--- src/rtl/conv_code_pkg.sv ---
// rtl/conv_code_pkg.sv - shared constants, types and helpers for the convolutional encoder
package conv_code_pkg;

  // Default K=5 generator taps. Tap bit 0 multiplies the current input bit.
  localparam logic [4:0] K5_G0 = 5'o23;
  localparam logic [4:0] K5_G1 = 5'o35;

  typedef enum logic {
    RUN  = 1'b0,
    TAIL = 1'b1
  } enc_state_e;

  // Callers zero-extend their tap window, so constraint lengths up to 32 are supported.
  function automatic logic parity(input logic [31:0] v);
    return ^v;
  endfunction

  // Width of a codeword-bit index. It is sized to N+1 code points so that at least
  // one out-of-range index can always be expressed (e.g. 3 for N=2). Such an index
  // must be rejected by the noise gate.
  function automatic int sel_width(input int n);
    return (n < 2) ? 1 : $clog2(n + 1);
  endfunction

endpackage

--- src/rtl/conv_noise_gate.sv ---
// rtl/conv_noise_gate.sv - density-bounded single-bit flip injector
// Ports:
//   clock, reset  rising-edge clock, synchronous active-high reset
//   load          a codeword is being loaded into the output register this cycle
//   req, sel      flip request and index of the codeword bit to flip
//   mask          one-hot flip mask for the codeword being loaded (0 = clean)
//   decosy        guard open: a flip would be honoured now
//   err_count     saturating count of honoured flips
module conv_noise_gate
  import conv_code_pkg::*;
#(
  parameter int N         = 2,
  parameter int NOISE_GAP = 8,
  parameter int CNT_W     = 16,
  parameter int SELW      = sel_width(N)
) (
  input  logic             clock,
  input  logic             reset,
  input  logic             load,
  input  logic             req,
  input  logic [SELW-1:0]  sel,
  output logic [N-1:0]     mask,
  output logic             decosy,
  output logic [CNT_W-1:0] err_count
);

  localparam int GW = $clog2(NOISE_GAP);

  logic [GW-1:0]    guard_q, guard_d;
  logic [CNT_W-1:0] err_q, err_d;
  logic             honour;

  always_comb begin
    honour  = (guard_q == '0) && req && (32'(sel) < N);
    mask    = honour ? (N'(1) << sel) : '0;
    guard_d = guard_q;
    err_d   = err_q;
    // Guard only moves on loads, so a stalled output freezes the spacing window.
    if (load) begin
      if (honour) begin
        guard_d = GW'(NOISE_GAP - 1);
        if (err_q != '1) err_d = err_q + CNT_W'(1);
      end else if (guard_q != '0) begin
        guard_d = guard_q - GW'(1);
      end
    end
  end

  always_ff @(posedge clock) begin
    if (reset) begin
      guard_q <= '0;
      err_q   <= '0;
    end else begin
      guard_q <= guard_d;
      err_q   <= err_d;
    end
  end

  assign decosy    = (guard_q == '0);
  assign err_count = err_q;

endmodule

--- src/rtl/conv_encoder_noisy.sv ---
// rtl/conv_encoder_noisy.sv - rate-1/N feed-forward convolutional encoder with noise injection
// Ports:
//   clock, reset                      rising-edge clock, synchronous active-high reset
//   in_valid/in_ready/in_bit/in_last  information bit input handshake
//   noise_req, noise_sel              request a flip of codeword bit noise_sel on this load
//   out_valid/out_ready/out_code      registered codeword output handshake
//   out_last                          final codeword of a block (including the zero tail)
//   noise_applied                     flip mask applied to the held codeword
//   decosy                            guard open: a flip would be honoured now
//   err_count                         saturating count of injected flips
module conv_encoder_noisy
  import conv_code_pkg::*;
#(
  parameter int             K         = 5,
  parameter int             N         = 2,
  parameter logic [N*K-1:0] GEN       = {K5_G1, K5_G0},
  parameter int             NOISE_GAP = 8,
  parameter int             TAIL_EN   = 1,
  parameter int             CNT_W     = 16,
  localparam int            SELW      = sel_width(N)
) (
  input  logic             clock,
  input  logic             reset,
  input  logic             in_valid,
  output logic             in_ready,
  input  logic             in_bit,
  input  logic             in_last,
  input  logic             noise_req,
  input  logic [SELW-1:0]  noise_sel,
  output logic             out_valid,
  input  logic             out_ready,
  output logic [N-1:0]     out_code,
  output logic             out_last,
  output logic [N-1:0]     noise_applied,
  output logic             decosy,
  output logic [CNT_W-1:0] err_count
);

  localparam int TW = (K > 2) ? $clog2(K) : 1;

  enc_state_e    fsm_q, fsm_d;
  logic [K-2:0]  state_q, state_d;
  logic [TW-1:0] tail_q, tail_d;
  logic          out_valid_q, out_valid_d;
  logic [N-1:0]  out_code_q, out_code_d;
  logic          out_last_q, out_last_d;
  logic [N-1:0]  noise_applied_q, noise_applied_d;

  logic          load_ok, load, b;
  logic [K-1:0]  w;
  logic [N-1:0]  code, mask;

  conv_noise_gate #(
    .N        (N),
    .NOISE_GAP(NOISE_GAP),
    .CNT_W    (CNT_W),
    .SELW     (SELW)
  ) u_gate (
    .clock    (clock),
    .reset    (reset),
    .load     (load),
    .req      (noise_req),
    .sel      (noise_sel),
    .mask     (mask),
    .decosy   (decosy),
    .err_count(err_count)
  );

  always_comb begin
    load_ok  = !out_valid_q || out_ready;
    in_ready = load_ok && (fsm_q == RUN);
    // Tail beats shift in zeros without needing an input transfer.
    b        = (fsm_q == RUN) ? in_bit : 1'b0;
    load     = (fsm_q == RUN) ? (in_valid && in_ready) : load_ok;
    w        = {state_q, b};
    for (int j = 0; j < N; j++) begin
      code[j] = parity(32'(GEN[j*K +: K] & w));
    end

    fsm_d           = fsm_q;
    state_d         = state_q;
    tail_d          = tail_q;
    out_valid_d     = out_valid_q;
    out_code_d      = out_code_q;
    out_last_d      = out_last_q;
    noise_applied_d = noise_applied_q;

    if (load_ok) out_valid_d = load;

    if (load) begin
      out_code_d      = code ^ mask;
      noise_applied_d = mask;
      state_d         = w[K-2:0];
      out_last_d      = 1'b0;
      if (fsm_q == RUN) begin
        if (in_last) begin
          if (TAIL_EN != 0) begin
            fsm_d  = TAIL;
            tail_d = '0;
          end else begin
            out_last_d = 1'b1;
            state_d    = '0;
          end
        end
      end else begin
        if (tail_q == TW'(K - 2)) begin
          out_last_d = 1'b1;
          fsm_d      = RUN;
          state_d    = '0;
        end else begin
          tail_d = tail_q + TW'(1);
        end
      end
    end
  end

  always_ff @(posedge clock) begin
    if (reset) begin
      fsm_q           <= RUN;
      state_q         <= '0;
      tail_q          <= '0;
      out_valid_q     <= 1'b0;
      out_code_q      <= '0;
      out_last_q      <= 1'b0;
      noise_applied_q <= '0;
    end else begin
      fsm_q           <= fsm_d;
      state_q         <= state_d;
      tail_q          <= tail_d;
      out_valid_q     <= out_valid_d;
      out_code_q      <= out_code_d;
      out_last_q      <= out_last_d;
      noise_applied_q <= noise_applied_d;
    end
  end

  assign out_valid     = out_valid_q;
  assign out_code      = out_code_q;
  assign out_last      = out_last_q;
  assign noise_applied = noise_applied_q;

endmodule

--- config.mk ---
export PLATFORM = sky130hd
export DESIGN_NAME = conv_encoder_noisy
export DESIGN_NICKNAME = d
export VERILOG_FILES = /design/src/rtl/conv_code_pkg.sv /design/src/rtl/conv_noise_gate.sv /design/src/rtl/conv_encoder_noisy.sv
export SDC_FILE = /design/constraint.sdc
export NUM_CORES = 1
export LEC_CHECK = 0
export ABC_AREA = 0
export ABC_CLOCK_PERIOD_IN_PS = 3800
export BUFFER_PORTS_ARGS = -buffer_cell sky130_fd_sc_hd__buf_2
export CAP_MARGIN = 20
export CORE_MARGIN = 2
export CORE_UTILIZATION = 40
export CTS_CLUSTER_SIZE = 40
export DETAILED_ROUTE_END_ITERATION = 12
export PLACE_DENSITY = 0.61
export SLEW_MARGIN = 30
export SYNTH_ARGS = -nofsm -noshare
export SYNTH_HDL_FRONTEND = slang
export SYNTH_SLANG_ARGS = --single-unit
--- constraint.sdc ---
create_clock -name clock -period 3.8 [get_ports clock]
set_clock_uncertainty 0.2 [all_clocks]
set_input_delay 0.19 -clock clock [delete_from_list [all_inputs] [get_ports clock]]
set_output_delay 0.19 -clock clock [all_outputs]
set_load 0.03 [all_outputs]
==> impl_metrics.xml <==
<?xml version="1.0" encoding="UTF-8"?>
<metrics>
  <group name="logic_synthesis">
    <metric name="ys_seq_area_share" unit="%">37.8</metric>
    <metric name="ys_seq_elements" unit="">33</metric>
    <metric name="post-synth-top-count-cell" unit="">sky130_fd_sc_hd__dfxtp_1</metric>
    <metric name="postSynth.asyncResetShare" unit="%">0</metric>
    <metric name="synth_area_per_cell" unit="um2">8.74</metric>
    <metric name="synth.top_cell.area_share" unit="%">37.8</metric>
    <metric name="post_synthesis_cells" unit="">200</metric>
    <metric name="synth_commonest_cells" unit="">sky130_fd_sc_hd__dfxtp_1, sky130_fd_sc_hd__nor2_1, sky130_fd_sc_hd__a21oi_1, sky130_fd_sc_hd__nand2_1, sky130_fd_sc_hd__nor2b_1</metric>
    <metric name="number_of_enable_flip_flop_cells_after_synthesis" unit="">0</metric>
    <metric name="yosys_most_used_dff" unit="">sky130_fd_sc_hd__dfxtp_1</metric>
    <metric name="mappedNetlistNets" unit="">214</metric>
    <metric name="post_synth_main_area_contributors" unit="">sky130_fd_sc_hd__dfxtp_1, sky130_fd_sc_hd__mux2_2, sky130_fd_sc_hd__nor2_1</metric>
    <metric name="synthesis.area" unit="um2">1750</metric>
    <metric name="post-synth-top-area-cell" unit="">sky130_fd_sc_hd__dfxtp_1</metric>
    <metric name="post_synth_cell_types" unit="">45</metric>
    <metric name="ys_warn_count" unit="">0</metric>
  </group>
  <group name="cells_and_area">
    <metric name="area_growth" unit="%">15.3</metric>
    <metric name="nNetsFinal" unit="">244</metric>
    <metric name="post_route_cells_drive_above_1_share" unit="%">21.7</metric>
    <metric name="fillerInstances" unit="">434</metric>
    <metric name="antenna-diode-count" unit="">0</metric>
  </group>
  <group name="pwr">
    <metric name="pwr_density_cell" unit="nW/um2">379</metric>
    <metric name="switching_power" unit="mW">0.210</metric>
    <metric name="power.sequential.fraction" unit="%">48.7</metric>
    <metric name="power_frac_comb" unit="%">17.0</metric>
    <metric name="power.switching_fraction" unit="%">27.5</metric>
    <metric name="power.ir.vdd_worst" unit="V">0.000153</metric>
    <metric name="power_share_of_the_clock_group" unit="%">34.4</metric>
    <metric name="leakage" unit="nW">0.818</metric>
    <metric name="total_internal_power" unit="mW">0.553</metric>
  </group>
  <group name="die">
    <metric name="die-area" unit="um2">4910</metric>
    <metric name="height_of_the_die" unit="um">70.1</metric>
    <metric name="core-area" unit="um2">4290</metric>
    <metric name="initial_core_util" unit="%">40.7</metric>
    <metric name="horiz_die_dim" unit="um">70.1</metric>
    <metric name="fp_rows" unit="">24</metric>
    <metric name="ios" unit="">33</metric>
  </group>
  <group name="clock_network">
    <metric name="clock_tree.root_cell" unit="">sky130_fd_sc_hd__clkbuf_8</metric>
    <metric name="cts_inserted_buffers" unit="">5</metric>
    <metric name="insertion_delay" unit="ps">280</metric>
    <metric name="cts-htree-levels" unit="">2</metric>
    <metric name="post_cts_resize_count" unit="">0</metric>
    <metric name="clockBufferDepth" unit="">2</metric>
    <metric name="cts.sinks" unit="">33</metric>
    <metric name="clk_transition_reported_paths" unit="ps">60</metric>
    <metric name="tritoncts_clock_tree" unit="">built</metric>
  </group>
  <group name="flow_run">
    <metric name="max-cap-violations" unit="">0</metric>
  </group>
  <group name="route">
    <metric name="drcViolationCount" unit="">0</metric>
    <metric name="detailroute.via_count" unit="">1502</metric>
    <metric name="first_pass_iters" unit="">4</metric>
    <metric name="routedWlPerCell" unit="um">12.7</metric>
    <metric name="drtAntennaViolNets" unit="">0</metric>
    <metric name="routed_wl" unit="um">3580</metric>
    <metric name="route.detailed.vias_per_inst" unit="">5.33</metric>
    <metric name="dr.first_iter.drc_count" unit="">61</metric>
  </group>
  <group name="placement">
    <metric name="detailed_place_hpwl" unit="um">2520</metric>
    <metric name="place_congestion" unit="">0.757</metric>
    <metric name="place.port_buffers" unit="">32</metric>
  </group>
  <group name="setup_path">
    <metric name="setup.worst_path.class" unit="">flip-flop to flip-flop</metric>
    <metric name="crit_path_max_fanout" unit="">20</metric>
    <metric name="worst-endpoint-arrival" unit="ps">2180</metric>
    <metric name="critPathRequiredTime" unit="ps">3770</metric>
    <metric name="reg2regPathDepth" unit="">5</metric>
    <metric name="critical_path_buf_inv_count" unit="">0</metric>
    <metric name="setup.worst_path.start_class" unit="">flip-flop</metric>
    <metric name="timing.reg2reg.setup_slack" unit="ps">1590</metric>
    <metric name="reg2reg_from" unit="">u_gate.err_count[0]$_SDFFE_PP0P_</metric>
    <metric name="reg2reg_capture_point" unit="">u_gate.err_count[12]$_SDFFE_PP0P_</metric>
    <metric name="worstPathCellList" unit="">ha_1 -&gt; and4_1 -&gt; and4_1 -&gt; nor4_1 -&gt; mux2_2</metric>
    <metric name="cpMaxStageDelayCell" unit="">sky130_fd_sc_hd__and4_1</metric>
    <metric name="delay_of_the_slowest_cell_on_the_worst_path" unit="ps">390</metric>
    <metric name="most_repeated_library_cell_on_the_critical_path" unit="">sky130_fd_sc_hd__and4_1</metric>
    <metric name="worstSetupEndpointType" unit="">flip-flop</metric>
    <metric name="path_delay_family" unit="">simple AND/OR/NAND/NOR gates</metric>
  </group>
  <group name="global_route">
    <metric name="tot_gr_track_use" unit="%">16.2</metric>
    <metric name="grt_antenna_before_repair" unit="">0</metric>
    <metric name="grt_max_degree" unit="">44</metric>
    <metric name="gr-total-overflow" unit="">0</metric>
    <metric name="global_route_wire_length_before_repair" unit="um">6450</metric>
    <metric name="via_count_of_the_first_global_routing_pass" unit="">1436</metric>
  </group>
  <group name="sta">
    <metric name="timing_max_transition_violations_final" unit="">0</metric>
    <metric name="period_needed" unit="ps">2210</metric>
    <metric name="totalNegativeSetupSlack" unit="ps">0</metric>
    <metric name="hold_violations" unit="">0</metric>
    <metric name="max_slew.worst_pin.slew" unit="ps">747</metric>
    <metric name="fmax" unit="GHz">0.452</metric>
    <metric name="setup_viol_count_final" unit="">0</metric>
    <metric name="period_share" unit="%">58.2</metric>
    <metric name="rsz_0062_raised_after_global_routing" unit="">false</metric>
    <metric name="max_slew_margin" unit="%">50.2</metric>
    <metric name="whs" unit="ps">33.9</metric>
  </group>
  <group name="min_path">
    <metric name="hold_path_depth" unit="">3</metric>
    <metric name="holdPathEnd" unit="">out_valid$_SDFFE_PP0N_</metric>
    <metric name="holdCritPathClass" unit="">input port to flip-flop</metric>
    <metric name="min_from" unit="">in_valid</metric>
  </group>
  <group name="run_status">
    <metric name="status" unit="">finished clean</metric>
  </group>
</metrics>
==> cell type report <==
class | instances | area [um2] | area share, %
clock buffer | 7 | 86.3 | 4.28
inverter | 7 | 26.3 | 1.30
multi-input combinational | 149 | 997 | 49.5
sequential | 33 | 661 | 32.8
tap | 52 | 65.1 | 3.23
timing repair buffer | 34 | 180 | 8.94
==> per-layer routing <==
metal | track usage [%] | up-vias | share of wire [%]
met5 | 0 | - | 0
met2 | 24.8 | 32 | 43
li1 | - | 787 | -
met4 | 5.56 | 0 | 1.6
met3 | 5.05 | 5 | 5.1
met1 | 21.7 | 678 | 50
==> cell families after synthesis <==
kind of cell | count (synthesis) | synth area share [%]
fa+ha+maj | 5 | 3.58
flops | 33 | 37.8
simple gates | 97 | 32.1
buf+inv | 18 | 5.15
xor+xnor | 4 | 3.58
compound gates | 35 | 12.6
mux | 8 | 5.15
==> registers in the layout, indices dropped and copies added (netlist names) <==
register and flops:
out_last 1, tail_q 3, state_q 4, u_gate.guard_q 3
u_gate.err_count 16, out_valid 1, noise_applied 2, out_code 2
fsm_q 1
==> cell usage in the layout (no fill, tap or decap), drive strengths merged, types with 2 or more instances in the layout <==
| master | instances |
|---|---|
| a211oi | 3 |
| xnor3 | 2 |
| nand2 | 15 |
| a32oi | 2 |
| nor3b | 2 |
| dfxtp | 33 |
| clkbuf | 7 |
| nand4 | 2 |
| and4 | 5 |
| o31ai | 4 |
| nor2b | 10 |
| ha | 5 |
| dlygate4sd3 | 2 |
| or3 | 2 |
| or4 | 6 |
| and3 | 4 |
| a22oi | 3 |
| nor4 | 7 |
| nand3 | 8 |
| a21oi | 15 |
| o21ai | 4 |
| nand3b | 2 |
| nor3 | 3 |
| mux2 | 8 |
| inv | 7 |
| nor2 | 23 |
| buf | 32 |
==> per-stage QoR <==
stage	power, mW	utilization, %	instance area, um2	setup slack, ps	cells
detailed placement	0.508	44.5	1910	1610	273
finish	0.764	46.9	2020	1590	282
global placement	0.508	44.5	1910	1630	273
global route	0.810	46.9	2020	1450	282
floorplan	0.482	-	1750	1660	200
CTS	0.775	46.9	2020	1600	282
==> power groups by stage <==
stage	clock network, mW	registers (mW)	logic [mW]
final	0.262	0.372	0.129
after floorplan	0	0.386	0.0959
after detailed placement	0	0.379	0.129
after global placement	0	0.379	0.129
after CTS	0.273	0.372	0.131
after global routing	0.290	0.373	0.146
==> how the worst max path moves through the flow <==
| stage | end | from | slack, ps | depth (start not counted) |
|---|---|---|---|---|
| global placement | u_gate.err_count[9]$_SDFFE_PP0P_ | u_gate.err_count[1]$_SDFFE_PP0P_ | 1630 | 5 |
| finish | u_gate.err_count[12]$_SDFFE_PP0P_ | u_gate.err_count[0]$_SDFFE_PP0P_ | 1590 | 5 |
| CTS | u_gate.err_count[12]$_SDFFE_PP0P_ | u_gate.err_count[0]$_SDFFE_PP0P_ | 1600 | 5 |
| global route | u_gate.err_count[12]$_SDFFE_PP0P_ | u_gate.err_count[0]$_SDFFE_PP0P_ | 1450 | 5 |
| detailed placement | u_gate.err_count[12]$_SDFFE_PP0P_ | u_gate.err_count[0]$_SDFFE_PP0P_ | 1610 | 5 |
| floorplan | u_gate.err_count[11]$_SDFFE_PP0P_ | u_gate.err_count[0]$_SDFFE_PP0P_ | 1660 | 6 |
==> repair_timing <==
action	CTS	global route
endpoints found under the hold margin	2	0
hold buffers	2	0
buffers inserted	0	0
==> worst register-to-register path, stage by stage, from the launching register on <==
cell	delay [ps]
sky130_fd_sc_hd__dfxtp_1	340
sky130_fd_sc_hd__ha_1	230
sky130_fd_sc_hd__and4_1	200
sky130_fd_sc_hd__and4_1	390
sky130_fd_sc_hd__nor4_1	380
sky130_fd_sc_hd__mux2_2	370
(Power assumes the default switching activity.)
